File: config.mk
export PLATFORM = sky130hd
export DESIGN_NAME = uart_tx_sequencer
export DESIGN_NICKNAME = d
export VERILOG_FILES = /design/src/rtl/uart_tx_sequencer.sv
export SDC_FILE = /design/constraint.sdc
export NUM_CORES = 1
export LEC_CHECK = 0
export BUFFER_PORTS_ARGS = -buffer_cell sky130_fd_sc_hd__buf_2
export CAP_MARGIN = 20
export CORE_MARGIN = 1
export CORE_UTILIZATION = 52
export CTS_CLUSTER_SIZE = 30
export DETAILED_ROUTE_END_ITERATION = 7
export PLACE_DENSITY = 0.82
export SYNTH_ARGS = -nofsm -noshare
export SYNTH_HDL_FRONTEND = slang
export SYNTH_SLANG_ARGS = --single-unit
File: constraint.sdc
create_clock -name CLK -period 1.78 [get_ports CLK]
set_input_delay 0 -clock CLK [delete_from_list [all_inputs] [get_ports CLK]]
set_output_delay 0 -clock CLK [all_outputs]
set_load 0.03 [all_outputs]
File: src/rtl/uart_tx_sequencer.sv
// Frame controller for the UART transmitter: sequences start, data (LSB first),
// optional parity and stop bits by driving the TX output mux select one bit per baud clock.
module uart_tx_sequencer #(
  parameter int DATA_WIDTH = 8,
  parameter int STOP_BITS  = 1
) (
  input  logic                  CLK,
  input  logic                  RST,
  input  logic [DATA_WIDTH-1:0] P_DATA,
  input  logic                  Data_Valid,
  input  logic                  PAR_EN,
  input  logic                  PAR_TYP,
  output logic [2:0]            Mux_Sel,
  output logic                  ser_data,
  output logic                  Par_Bit,
  output logic                  Busy
);

  localparam int CNT_W = $clog2(DATA_WIDTH);
  localparam logic [CNT_W-1:0] BIT_LAST  = CNT_W'(DATA_WIDTH - 1);
  localparam logic             STOP_LAST = 1'(STOP_BITS - 1);

  localparam logic [2:0] SEL_START  = 3'd0;
  localparam logic [2:0] SEL_STOP   = 3'd1;
  localparam logic [2:0] SEL_DATA   = 3'd2;
  localparam logic [2:0] SEL_PARITY = 3'd3;
  localparam logic [2:0] SEL_IDLE   = 3'd4;

  typedef enum logic [2:0] {
    S_IDLE,
    S_START,
    S_DATA,
    S_PARITY,
    S_STOP
  } state_t;

  state_t                state_reg, state_next;
  logic [CNT_W-1:0]      bit_cnt_reg, bit_cnt_next;
  logic                  stop_cnt_reg, stop_cnt_next;
  logic [DATA_WIDTH-1:0] data_sr_reg, data_sr_next;
  logic                  par_bit_reg, par_bit_next;
  logic                  par_en_reg, par_en_next;

  always_ff @(posedge CLK) begin
    if (RST) begin
      state_reg    <= S_IDLE;
      bit_cnt_reg  <= '0;
      stop_cnt_reg <= 1'b0;
      data_sr_reg  <= '0;
      par_bit_reg  <= 1'b0;
      par_en_reg   <= 1'b0;
    end else begin
      state_reg    <= state_next;
      bit_cnt_reg  <= bit_cnt_next;
      stop_cnt_reg <= stop_cnt_next;
      data_sr_reg  <= data_sr_next;
      par_bit_reg  <= par_bit_next;
      par_en_reg   <= par_en_next;
    end
  end

  always_comb begin
    state_next    = state_reg;
    bit_cnt_next  = bit_cnt_reg;
    stop_cnt_next = stop_cnt_reg;
    data_sr_next  = data_sr_reg;
    par_bit_next  = par_bit_reg;
    par_en_next   = par_en_reg;
    Mux_Sel       = SEL_IDLE;

    case (state_reg)
      S_IDLE: begin
        Mux_Sel = SEL_IDLE;
        // Only IDLE looks at the request; anything offered mid-frame is dropped.
        if (Data_Valid) begin
          state_next   = S_START;
          data_sr_next = P_DATA;
          par_bit_next = PAR_TYP ? ~^P_DATA : ^P_DATA;
          par_en_next  = PAR_EN;
        end
      end
      S_START: begin
        Mux_Sel      = SEL_START;
        state_next   = S_DATA;
        bit_cnt_next = '0;
      end
      S_DATA: begin
        Mux_Sel      = SEL_DATA;
        data_sr_next = data_sr_reg >> 1;
        if (bit_cnt_reg == BIT_LAST) begin
          bit_cnt_next  = '0;
          stop_cnt_next = 1'b0;
          state_next    = par_en_reg ? S_PARITY : S_STOP;
        end else begin
          bit_cnt_next = bit_cnt_reg + 1'b1;
        end
      end
      S_PARITY: begin
        Mux_Sel       = SEL_PARITY;
        stop_cnt_next = 1'b0;
        state_next    = S_STOP;
      end
      S_STOP: begin
        Mux_Sel = SEL_STOP;
        if (stop_cnt_reg == STOP_LAST) begin
          stop_cnt_next = 1'b0;
          state_next    = S_IDLE;
        end else begin
          stop_cnt_next = stop_cnt_reg + 1'b1;
        end
      end
      default: begin
        Mux_Sel    = SEL_IDLE;
        state_next = S_IDLE;
      end
    endcase
  end

  assign Busy     = (state_reg != S_IDLE);
  assign ser_data = data_sr_reg[0];
  assign Par_Bit  = par_bit_reg;

endmodule

Word level (Yosys, flattened, before mapping)
Cells that the tools add are included.
{"block": "totals", "ff_bits": 17, "inputBits": 13, "out_inout_bits": 6, "word_cells": 41}
{"block": "classes", "n_addsub": 2, "eq_ne": 8, "muxes": 14, "n_reduce_logical": 11}
{"operator": "8-bit one-hot mux with 2 select lines", "n": 1}
{"operator": "3-bit 2-to-1 mux", "n": 5}
{"operator": "3-bit one-hot mux with 5 select lines", "n": 1}
{"operator": "3-bit one-hot mux with 4 select lines", "n": 1}
{"operator": "8-bit 2-to-1 mux", "n": 1}
{"operator": "8-bit XNOR reduction", "n": 1}
{"operator": "8-bit XOR reduction", "n": 1}
{"operator": "3-bit by 2-bit equality test with 1-bit output (second input constant)", "n": 2}
{"operator": "3-bit equality test (second input constant)", "n": 2}
{"operator": "2-bit inequality test (second input constant)", "n": 3}
{"operator": "3-bit one-hot mux with 2 select lines", "n": 1}
{"operator": "2-bit AND reduction", "n": 3}
{"operator": "3-bit nonzero test", "n": 2}
{"operator": "2-bit nonzero test", "n": 2}
{"operator": "3-bit by 1-bit adder with 3-bit output (second input constant)", "n": 1}
{"operator": "3-bit by 1-bit equality test with 1-bit output (second input constant)", "n": 1}
{"operator": "3-bit zero test", "n": 1}
{"operator": "1-bit 2-to-1 mux", "n": 3}
{"operator": "1-bit one-hot mux with 3 select lines", "n": 1}
{"operator": "3-bit AND reduction", "n": 1}
{"operator": "1-bit adder (second input constant)", "n": 1}

Longest topological paths before layout
{"block": "depth", "depth_word": 3, "depth_mapped": 6, "mapped_depth_nobuf": 5}

Least setup slack after synthesis
Ideal clock, no wire load.
{"block": "synth_path", "path_type": "register to register", "start": "reg state_reg[2]", "end": "reg data_sr_reg[3]", "t_arrival_ps": 1200, "required_ps": 1646, "path_slack_ps": 446, "path_stages_with_launch": 5, "path_buffers": 1, "period_less_slack_ps": 1334, "path_cell_list": "dfxtp_1 > or4b_4 > buf_6 > o22ai_2 > nor3_2"}
{"block": "synth_via", "elab_chain_len": 3}
{"item": "start, declared", "line_no": "37", "source": "state_t state_reg, state_next;"}
{"item": "start signal, assigned", "line_no": "53", "source": "state_reg <= state_next;"}
{"item": "3-bit by 2-bit equality test with 1-bit output or 3-bit zero test (tied branches)", "line_no": "71", "source": "case (state_reg)"}
{"item": "2-bit nonzero test (no source line) or 2-bit inequality test (tied branches)"}
{"item": "2-bit AND reduction (no source line)"}
{"item": "end signal, assigned", "line_no": "56", "source": "data_sr_reg <= data_sr_next;"}
{"item": "end, declared", "line_no": "40", "source": "logic [DATA_WIDTH-1:0] data_sr_reg, data_sr_next;"}
Parallel ways exist; a longest one is shown, timed or not.
A chain may end at the register's enable or synchronous reset.

Worst setup path in the final report
{"block": "layout_path", "start": "reg state_reg[0]", "end": "reg par_bit_reg, in the netlist Par_Bit"}
{"block": "layout_via", "elab_chain_len": 2}
{"item": "3-bit zero test", "line_no": "71"}
{"item": "2-bit AND reduction (no source line)"}
{"item": "end signal, assigned", "line_no": "57", "source": "par_bit_reg <= par_bit_next;"}
{"item": "end, declared", "line_no": "41", "source": "logic par_bit_reg, par_bit_next;"}
No other way between the ends.

==> key figures <==
Placed design
  – Routability Congestion: 0.737
  – Port Buffer Count: 18
  – Dpl hpwl: 1.23 mm
  – Placed instance count: 129

Setup path
  – Critical R2R Launch: state_reg[0]
  – Critical Path Source: state_reg[0]
  – CP Class: flop to flop
  – CP Capture Type: flop
  – Critical Path RT: 2.01 ns
  – Capture point of the worst path: Par_Bit
  – CP max FO: 13
  – Worst r2r dst: Par_Bit
  – Crit path arrival time: 1.76 ns
  – Worst path slowest cell: or4b_4
  – FF-to-FF setup slack: 0.24 ns
  – CP Launch Type: flop
  – Largest stage delay, worst path: 0.69 ns
  – R2R depth: 4
  – Crit-path cells: or4b_4 -> nor2_2 -> nand2_1 -> o211ai_2

Synthesis
  – Multiplexer area fraction after synthesis: 0.0108
  – Sequential element share of the synthesized area: 0.345
  – Synth Register Bits: 16
  – Syn Area/Cell: 9.27 µm²
  – Post-Syn Nets: 115
  – Post-Syn Area: 927 µm²
  – Gate Count Post-Synth: 100
  – Post-Synth XOR/XNOR Area: 0.0715
  – Yosys Warn Count: 0
  – Synth top area share: 0.345
  – Netlist cell types: 35
  – Main combinational cell family by area after synthesis: simple AND/OR/NAND/NOR gates
  – Area share of and/or/nand/nor cells after synthesis: 0.293
  – Top cells by area, synth: dfxtp_1 35%, o22ai_2 8.1%, nor3_2 6.5%, a21oi_1 3.8%, nor2_1 3.6%
  – Cell accounting for the most synthesized area: dfxtp_1
  – Adder-cell share of the synthesized area: 0.0270
  – Compound-Gate Fraction of Synth Area: 0.186

Detailed routing
  – DR DRC count: 0
  – Via/cell ratio: 5.59
  – Routed wire length: 1.70 mm
  – Routed vias: 755
  – Post-DRT Antenna Nets: 0
  – Routed WL per cell: 12.6 µm
  – First-iteration detailed-routing DRC count: 12
  – First-pass detailed-route iteration total: 4

Finish
  – Non-filler cells, final: 135
  – Synthesis-to-layout area growth: 14.2%
  – Max FFs per register: 8
  – Final nets: 135
  – Most frequent cells in the layout: 18 x buf_2, 16 x dfxtp_1, 9 x nor2_1, 8 x nand2_1, 7 x a21oi_1
  – Antenna fix cells: 0
  – Layout cell share with drive strength beyond 1: 0.361
  – Most common cell after layout, fill and taps aside: buf_2

Clock tree
  – Number of buffers created by CTS: 3
  – Reg clk slew, reported paths: 0.10 ns
  – CTS Buffer Depth: 2
  – H-tree depth: 1
  – Number of gates resized after cts: 0
  – Root buffer cell: clkbuf_4
  – Worst-skew pair later-pin latency: 0.29 ns
  – Setup bufs post-CTS: 0
  – CTS tree: yes
  – Hold-fix buffers, CTS: 2
  – Num Clock Sinks: 16

Floorplanning
  – Die Width: 44.2 µm
  – Die Ht: 44.2 µm
  – I/O Pins: 19
  – # rows: 14
  – Die area: 1960 µm²
  – Initial Util: 0.588
  – Core Region: 1580 µm²

Worst hold path
  – HP Class: input port to flop

STA
  – Final worst-path cycle share: 0.864
  – Fin. max-slew vios: 0
  – Final Skew: 0.00409 ns
  – Worst-margin pin slew: 0.497 ns
  – Fmax: 651 MHz
  – Finish-stage setup viols: 0
  – Slew headroom: 0.669
  – RSZ-0062 raised after global routing: false
  – Final Critical Period: 1.54 ns
  – Setup TNS: 0 ns
  – Hold Fails Final Rpt: 0

GRT
  – Grt total ovfl: 0
  – Initial antenna violation count: 0
  – First-pass GRT wire length: 2.84 mm
  – Largest net degree at the start of global routing: 18
  – Vias in the first global route: 670
  – GRT Total Usage: 0.196

Power and ir drop
  – Worst vdd ir: 0.000435 V
  – Pleak: 0.467 nW
  – Design Power: 0.000899 W
  – Pwr dens: 850 nW/µm²

Job
  – Max-cap violations: 0

Status
  – Status: complete, no violations
-- final cells by class --
cell class / count / area [µm²]
Timing Repair Buffer: 22 / 125
Fill cell: 144 / 518
Sequential cell: 16 / 320
Clock buffer: 4 / 36.3
Tap cell: 16 / 20.0
Multi-Input combinational cell: 74 / 546
Inverter: 3 / 11.3
-- how the worst min path moves through the flow --
| stage | depth (start not counted) | endpoint | slack, ns | start |
|---|---|---|---|---|
| finish | 3 | data_sr_reg[1] | 0.01 | P_DATA[1] |
| global route | 3 | data_sr_reg[2] | 0.02 | P_DATA[2] |
| CTS | 3 | data_sr_reg[1] | 0.01 | P_DATA[1] |
| detailed placement | 3 | par_en_reg | 0.25 | PAR_EN |
| global placement | 3 | par_en_reg | 0.24 | PAR_EN |
| floorplan | 2 | par_en_reg | 0.14 | PAR_EN |
-- kinds of logic after synthesis --
family,Yosys count
AO/OA/AOI/OAI,21
XOR/XNOR,6
adder cells (fa/ha/maj),2
buffers and inverters,10
flip-flops,16
multiplexers,1
AND/OR/NAND/NOR,44
-- per-layer routing --
layer	routed length [µm]	vias to the layer above	share of wire	global-route usage
li1	-	386	-	-
met3	62	6	0.036	0.0490
met1	811	346	0.48	0.264
met2	809	17	0.48	0.312
met5	0	-	0	0
met4	18	0	0.011	0.0545
-- power by group --
group | internal [W] | leakage (nW) | switching (W)
clock | 0.000125 | 0.0210 | 0.000127
sequential | 0.000389 | 0.131 | 0.0000241
combinational | 0.000102 | 0.314 | 0.000133
-- per-stage QoR --
| step | hold slack, ns | area, µm² | setup WS, ns | util |
|---|---|---|---|---|
| floorplan | 0.136 | 927 | 0.446 | - |
| global placement | 0.243 | 1000 | 0.312 | 0.636 |
| detailed placement | 0.245 | 1000 | 0.276 | 0.636 |
| CTS | 0.0114 | 1060 | 0.244 | 0.671 |
| global route | 0.0175 | 1060 | 0.130 | 0.671 |
| finish | 0.0142 | 1060 | 0.243 | 0.671 |
-- worst max-delay path: cells and delay by family, from the launching register on --
kind | cells | cell delay (ns)
DFF | 1 | 0.44
and+or+nand+nor | 3 | 0.90
AOI/OAI and AO/OA | 1 | 0.12
-- Yosys cell counts --
cell type	number
nor2b_1	4
xnor2_1	3
o21bai_1	1
xnor3_1	1
nand3b_1	1
nand2b_1	2
nor2_2	2
nor4_1	1
buf_2	1
nor2_1	9
nor3_2	6
nor3_1	3
o22ai_2	6
nand3_1	2
nand2_4	1
or3b_1	1
or3_1	1
nand2_1	8
clkbuf_1	2
a21oi_2	1
mux2i_1	1
a2bb2oi_1	2
nand3b_2	1
dfxtp_1	16
xor2_1	2
o21ai_0	2
ha_1	2
inv_1	3
a21oi_1	7
a31oi_1	1
or4b_4	1
buf_6	3
nor3b_1	1
buf_1	1
o211ai_2	1
Power figures use the tool's default switching activity.
